===== src/rtl/multicycle_ctrl_fsm.sv =====
`default_nettype none
// ============================================================================
// Module   : multicycle_ctrl_fsm
// Purpose  : Main control FSM for a multicycle ARM core. It sequences the
//            shared memory/ALU/IR/PC datapath through fetch, decode, execute
//            and writeback. It emits raw (pre-condition) enables and the
//            datapath mux selects.
// Ports    : Clk, Rst (async, active-low)
//            Op[1:0], Funct[5:0]       instruction fields from the IR
//            MemReady                  (only with FSM_MEMREADY_EN) memory handshake
//            IRWrite, NextPC, RegW,
//            MemW, Branch              raw enables
//            AdrSrc, ALUSrcA, ALUSrcB,
//            ResultSrc, ALUOp          datapath selects
//            IllegalOp                 pulse in DECODE for Op=11
//            State[STATE_W-1:0]        current state code, debug
// Options  : FSM_MEMREADY_EN - FETCH/MEMREAD/MEMWRITE wait for MemReady.
// Revision : 1.0 - initial release
// ============================================================================
module multicycle_ctrl_fsm #(
  parameter int STATE_W = 4  // must be >= 4; upper bits read as zero
) (
  input  logic               Clk,
  input  logic               Rst,
`ifdef FSM_MEMREADY_EN
  input  logic               MemReady,
`endif
  input  logic [1:0]         Op,
  input  logic [5:0]         Funct,
  output logic               IRWrite,
  output logic               AdrSrc,
  output logic               ALUSrcA,
  output logic [1:0]         ALUSrcB,
  output logic [1:0]         ResultSrc,
  output logic               ALUOp,
  output logic               NextPC,
  output logic               RegW,
  output logic               MemW,
  output logic               Branch,
  output logic               IllegalOp,
  output logic [STATE_W-1:0] State
);

  typedef enum logic [3:0] {
    S_FETCH    = 4'd0,
    S_DECODE   = 4'd1,
    S_MEMADR   = 4'd2,
    S_MEMREAD  = 4'd3,
    S_MEMWB    = 4'd4,
    S_MEMWRITE = 4'd5,
    S_EXECUTER = 4'd6,
    S_EXECUTEI = 4'd7,
    S_ALUWB    = 4'd8,
    S_BRANCH   = 4'd9
  } state_t;

  state_t state_q;
  state_t state_d;

  logic mem_ready;
`ifdef FSM_MEMREADY_EN
  assign mem_ready = MemReady;
`else
  assign mem_ready = 1'b1;
`endif

  // Only I (bit 5) and L/S (bit 0) steer the sequence.
  logic unused_funct;
  assign unused_funct = ^Funct[4:1];

  logic irwrite_raw;
  logic nextpc_raw;
  logic regw_raw;
  logic memw_raw;
  logic branch_raw;
  logic illegal_raw;

  always_ff @(posedge Clk or negedge Rst) begin
    if (!Rst) state_q <= S_FETCH;
    else      state_q <= state_d;
  end

  always_comb begin
    state_d     = S_FETCH;
    irwrite_raw = 1'b0;
    nextpc_raw  = 1'b0;
    regw_raw    = 1'b0;
    memw_raw    = 1'b0;
    branch_raw  = 1'b0;
    illegal_raw = 1'b0;
    AdrSrc      = 1'b0;
    ALUSrcA     = 1'b0;
    ALUSrcB     = 2'b00;
    ResultSrc   = 2'b00;
    ALUOp       = 1'b0;
    case (state_q)
      S_FETCH: begin
        ALUSrcA   = 1'b1;
        ALUSrcB   = 2'b10;
        ResultSrc = 2'b10;
        // IR load and PC+4 fire only on the cycle the read completes.
        irwrite_raw = mem_ready;
        nextpc_raw  = mem_ready;
        state_d     = mem_ready ? S_DECODE : S_FETCH;
      end
      S_DECODE: begin
        ALUSrcA     = 1'b1;
        ALUSrcB     = 2'b10;
        ResultSrc   = 2'b10;
        illegal_raw = (Op == 2'b11);
        case (Op)
          2'b00:   state_d = Funct[5] ? S_EXECUTEI : S_EXECUTER;
          2'b01:   state_d = S_MEMADR;
          2'b10:   state_d = S_BRANCH;
          default: state_d = S_FETCH;
        endcase
      end
      S_MEMADR: begin
        ALUSrcB = 2'b01;
        state_d = Funct[0] ? S_MEMREAD : S_MEMWRITE;
      end
      S_MEMREAD: begin
        AdrSrc  = 1'b1;
        state_d = mem_ready ? S_MEMWB : S_MEMREAD;
      end
      S_MEMWB: begin
        ResultSrc = 2'b01;
        regw_raw  = 1'b1;
        state_d   = S_FETCH;
      end
      S_MEMWRITE: begin
        AdrSrc   = 1'b1;
        memw_raw = mem_ready;
        state_d  = mem_ready ? S_FETCH : S_MEMWRITE;
      end
      S_EXECUTER: begin
        ALUOp   = 1'b1;
        state_d = S_ALUWB;
      end
      S_EXECUTEI: begin
        ALUSrcB = 2'b01;
        ALUOp   = 1'b1;
        state_d = S_ALUWB;
      end
      S_ALUWB: begin
        regw_raw = 1'b1;
        state_d  = S_FETCH;
      end
      S_BRANCH: begin
        ALUSrcB    = 2'b01;
        ResultSrc  = 2'b10;
        branch_raw = 1'b1;
        state_d    = S_FETCH;
      end
      default: state_d = S_FETCH;  // codes 10..15: recover, all enables low
    endcase
  end

  // Reset forces state to FETCH, whose Moore decode would raise IRWrite and
  // NextPC; the enables are therefore also masked by Rst directly.
  assign IRWrite   = irwrite_raw & Rst;
  assign NextPC    = nextpc_raw  & Rst;
  assign RegW      = regw_raw    & Rst;
  assign MemW      = memw_raw    & Rst;
  assign Branch    = branch_raw  & Rst;
  assign IllegalOp = illegal_raw & Rst;
  assign State     = STATE_W'(state_q);

endmodule
`default_nettype wire


===== config.mk =====
export PLATFORM = sky130hd
export DESIGN_NAME = multicycle_ctrl_fsm
export DESIGN_NICKNAME = d
export VERILOG_FILES = /design/src/rtl/multicycle_ctrl_fsm.sv
export SDC_FILE = /design/constraint.sdc
export NUM_CORES = 1
export LEC_CHECK = 0
export BUFFER_PORTS_ARGS = -buffer_cell sky130_fd_sc_hd__buf_2
export CORE_AREA = 2 2 39 41
export CTS_BUF_LIST = sky130_fd_sc_hd__clkbuf_2
export DETAILED_ROUTE_END_ITERATION = 10
export DIE_AREA = 0 0 41 43
export PLACE_DENSITY_LB_ADDON = 0.25
export SYNTH_ARGS = -nofsm -noshare
export SYNTH_HDL_FRONTEND = slang
export SYNTH_SLANG_ARGS = --single-unit

===== constraint.sdc =====
create_clock -name Clk -period 1.3 [get_ports Clk]
set_input_delay 0.195 -clock Clk [delete_from_list [all_inputs] [get_ports Clk]]
set_output_delay 0.195 -clock Clk [all_outputs]
set_load 0.005 [all_outputs]

==> results.toml <==
[status]
run_status = "finished, violations left"
failed_checks = "setup timing"

[detailed_routing]
drtIter0Drc = 3
route.detailed.wl_per_inst_um = 10.34
drt_drc_violations_left = 0
route.detailed.vias_per_inst = 4.464
totalWireLength_mm = 1.003
routed_vias = 433
ant_nets = 0
drt_pass1_iterations = 2

[synth]
synth.cell_area_um2 = 351.6
synth_top_family_by_area = "simple AND/OR/NAND/NOR gates"
synthCells = 47
ys_seq_elements = 4
synth_most_common_cell = "sky130_fd_sc_hd__nor2_1"
yosys.area_share.adder_pct = 0
post_synth_xor_area_fraction_pct = 4.982
synth-warning-count = 0
synth.top_cell.area_share_pct = 28.47
yosysSeqAreaShare_pct = 28.47
synth-compound-area-share_pct = 16.01
syn_nets = 57
synth_mux_area_share_pct = 0
synthSimpleGateAreaFrac_pct = 36.30
yosys.area.top_type = "sky130_fd_sc_hd__dfrtp_1"
synth.lib_cells_used.distinct = 24
synth_common_cells = "sky130_fd_sc_hd__nor2_1 (10), sky130_fd_sc_hd__dfrtp_1 (4), sky130_fd_sc_hd__nand2_1 (4)"
synth_ff_type = "sky130_fd_sc_hd__dfrtp_1"
ys_async_sr_fraction_pct = 100.0
synth_enable_flop_cells = 0
post_synth.cell_area_avg_um2 = 7.481
synth_area_leaders = "sky130_fd_sc_hd__dfrtp_1 (28%), sky130_fd_sc_hd__nor2_1 (11%), sky130_fd_sc_hd__buf_6 (6.4%)"

[power]
part_of_the_total_power_dissipated_in_combinational_logic_pct = 75.3
power_density_nw_per_um2 = 2620
power.static_leakage_nw = 0.3238
seq_power_share_pct = 18.0
pint_w = 0.0009651
design_power_total_w = 0.001645
total_switching_power_w = 0.0006803
irDropWorstVdd_mv = 0.7525
netSwitchingFraction_pct = 41.35
pwr-share-clk_pct = 6.8

[grt]
grt_util_met1_pct = 16.61
globalRouteTotalUtil_pct = 14.42
gr-total-overflow = 0
first_global_vias = 419
grt.met3_usage_pct = 4.712
grt.met2_usage_pct = 21.25
grt_start_max_net_pins = 8
top_usage_layer = "met2"
number_of_antenna_violations_at_the_first_check_in_global_routing = 0
grt_pass1_wl_mm = 1.704

[layout]
num_antenna_cells = 0
final.fill_count = 142
drive_above_1_share_pct = 66.67
design.final.nets = 93
relative_area_change_from_synthesis_to_final_layout_pct = 78.65
largest_register_ff_count = 4
final_core_util_pct = 45.39

[setup_path]
crit_arrival_ns = 1.19
worst-endpoint-required_ns = 1.11
critical_path.endpoint_type = "primary output"
setup.reg_to_reg.worst_slack_ns = 0.13
cpPeakStageDelay_ns = 0.44
path_class = "flip-flop to primary output"
path_max_fanout = 5
worstSetupStartpointType = "flip-flop"
slowest_stage = "sky130_fd_sc_hd__dfrtp_2"
worstPathCellList = "buf_6 -> xnor2_1 -> nor3_1 -> buf_2"

[timing]
grt_setup_unrepaired = "true"
finalCriticalPeriod_ns = 1.382
timing_limited_maximum_frequency_mhz = 723.5
drv_slew = 0
final.setup_skew_ns = 0.009637
setup_slack_ns = -0.08215
finalHoldViolCount = 0
worstMarginPinSlew_ns = 0.1893
setup_violations = 9
hold_slack_ns = 0.2871
timing.max_slew.rel_slack_pct = 87.25
finalCritPeriodShare_pct = 106.3

[run]
drv.max_cap_violation_count = 0

[die]
die_y_um = 43
core_um2 = 1384
die_area_um2 = 1763
floorplan.die.width_um = 41
num_rows = 14
floorplan.initialDensity_pct = 25.41
ioPinCount = 27

[clocking]
clk_transition_reported_paths_ns = 0.05
tritoncts = "yes"
cts-buffers-inserted = 3
insertion_delay_ns = 0.21
cts_num_sinks = 4
cts_htree_levels = 1
clockBufferDepth = 2
cts_root_buffer = "sky130_fd_sc_hd__clkbuf_2"

[placed_design]
dpl.hpwl_um = 753.4
globalplace.congestion = 0.6803
io_buffer_count = 22

[min_path]
hold_path.class = "primary input to flip-flop"
## placed cells by master, fill, tap and decap left out, types with 2 or more instances in the layout
cell type	Yosys	routed
sky130_fd_sc_hd__nor2_1	10	8
sky130_fd_sc_hd__buf_4	1	8
sky130_fd_sc_hd__clkbuf_2	0	3
sky130_fd_sc_hd__nor2_2	0	2
sky130_fd_sc_hd__buf_2	2	22
sky130_fd_sc_hd__nand2_1	4	3
sky130_fd_sc_hd__a21oi_1	3	3
sky130_fd_sc_hd__buf_6	2	5
sky130_fd_sc_hd__nand2b_4	0	2
sky130_fd_sc_hd__dfrtp_2	0	4
sky130_fd_sc_hd__o21ai_0	2	2
sky130_fd_sc_hd__nor3_1	2	2
## critical path: cells and delay by family, from the launching register on
| kind | cells | cell delay, ns |
|---|---|---|
| and+or+nand+nor | 1 | 0.15 |
| xor gates and xnor gates | 1 | 0.11 |
| DFF | 1 | 0.44 |
| buffers and inverters | 2 | 0.29 |
## final timing paths
kind / end / start / cells after the start
setup reg to reg: State[2] / State[0] / 4
setup / recovery: AdrSrc / State[1] / 4
hold / removal: State[3] / Op[1] / 3
max in group asynchronous: State[1] / Rst / 2
hold reg to reg: State[3] / State[1] / 3
min in group asynchronous: State[2] / Rst / 2
## area by class of cell
cell class / instances / area (um^2) / share of cell area, %
repair buffers: 36 / 236.5 / 37.65
inverters: 2 / 10.01 / 1.594
well taps: 16 / 20.02 / 3.187
multi-input cells: 36 / 241.5 / 38.45
flip-flops and latches: 4 / 105.1 / 16.73
clock buffers: 3 / 15.01 / 2.390
## per-stage QoR
step / setup slack [ns] / cells / cell area, um^2 / setup TNS (ns)
final: -0.08215 / 97 / 628.1 / -0.3767
after global routing: -0.1618 / 97 / 628.1 / -1.407
after CTS: -0.08253 / 97 / 614.3 / -0.5542
after detailed placement: 0.04686 / 89 / 511.7 / 0
after global placement: 0.04579 / 89 / 511.7 / 0
after floorplan: 0.007118 / 47 / 354.1 / 0
## per-layer routing
layer / wire length [um] / up-vias / share of wire (%)
met5: 0 / - / 0
met2: 538 / 12 / 54
met1: 416 / 195 / 41
met4: 0 / 0 / 0
met3: 48 / 0 / 4.8
li1: - / 226 / -
## power groups by stage
stage	sequential, W	combinational (W)	clock (W)
2_1_floorplan	0.000247	0.000605	0
3_3_place_gp	0.000274	0.000983	0
3_5_place_dp	0.000272	0.000997	0
4_1_cts	0.000281	0.00122	0.000121
5_1_grt	0.000310	0.00137	0.000131
6_report	0.000295	0.00124	0.000111
## what timing repair did
item,in CTS,in global routing
gates resized for setup,13,5
endpoints found under the setup margin,11,14
hold endpoints to repair,4,0
buffers inserted,4,0
pin swaps,5,2
hold buffers,1,0
## kinds of logic (layout without fill, tap and decap cells)
family	Yosys count	count (layout)
and+or+nand+nor	25	25
xor gates and xnor gates	2	2
DFF	4	4
buffers and inverters	7	41
AOI/OAI and AO/OA	9	9
Power figures use the tool's default switching activity.
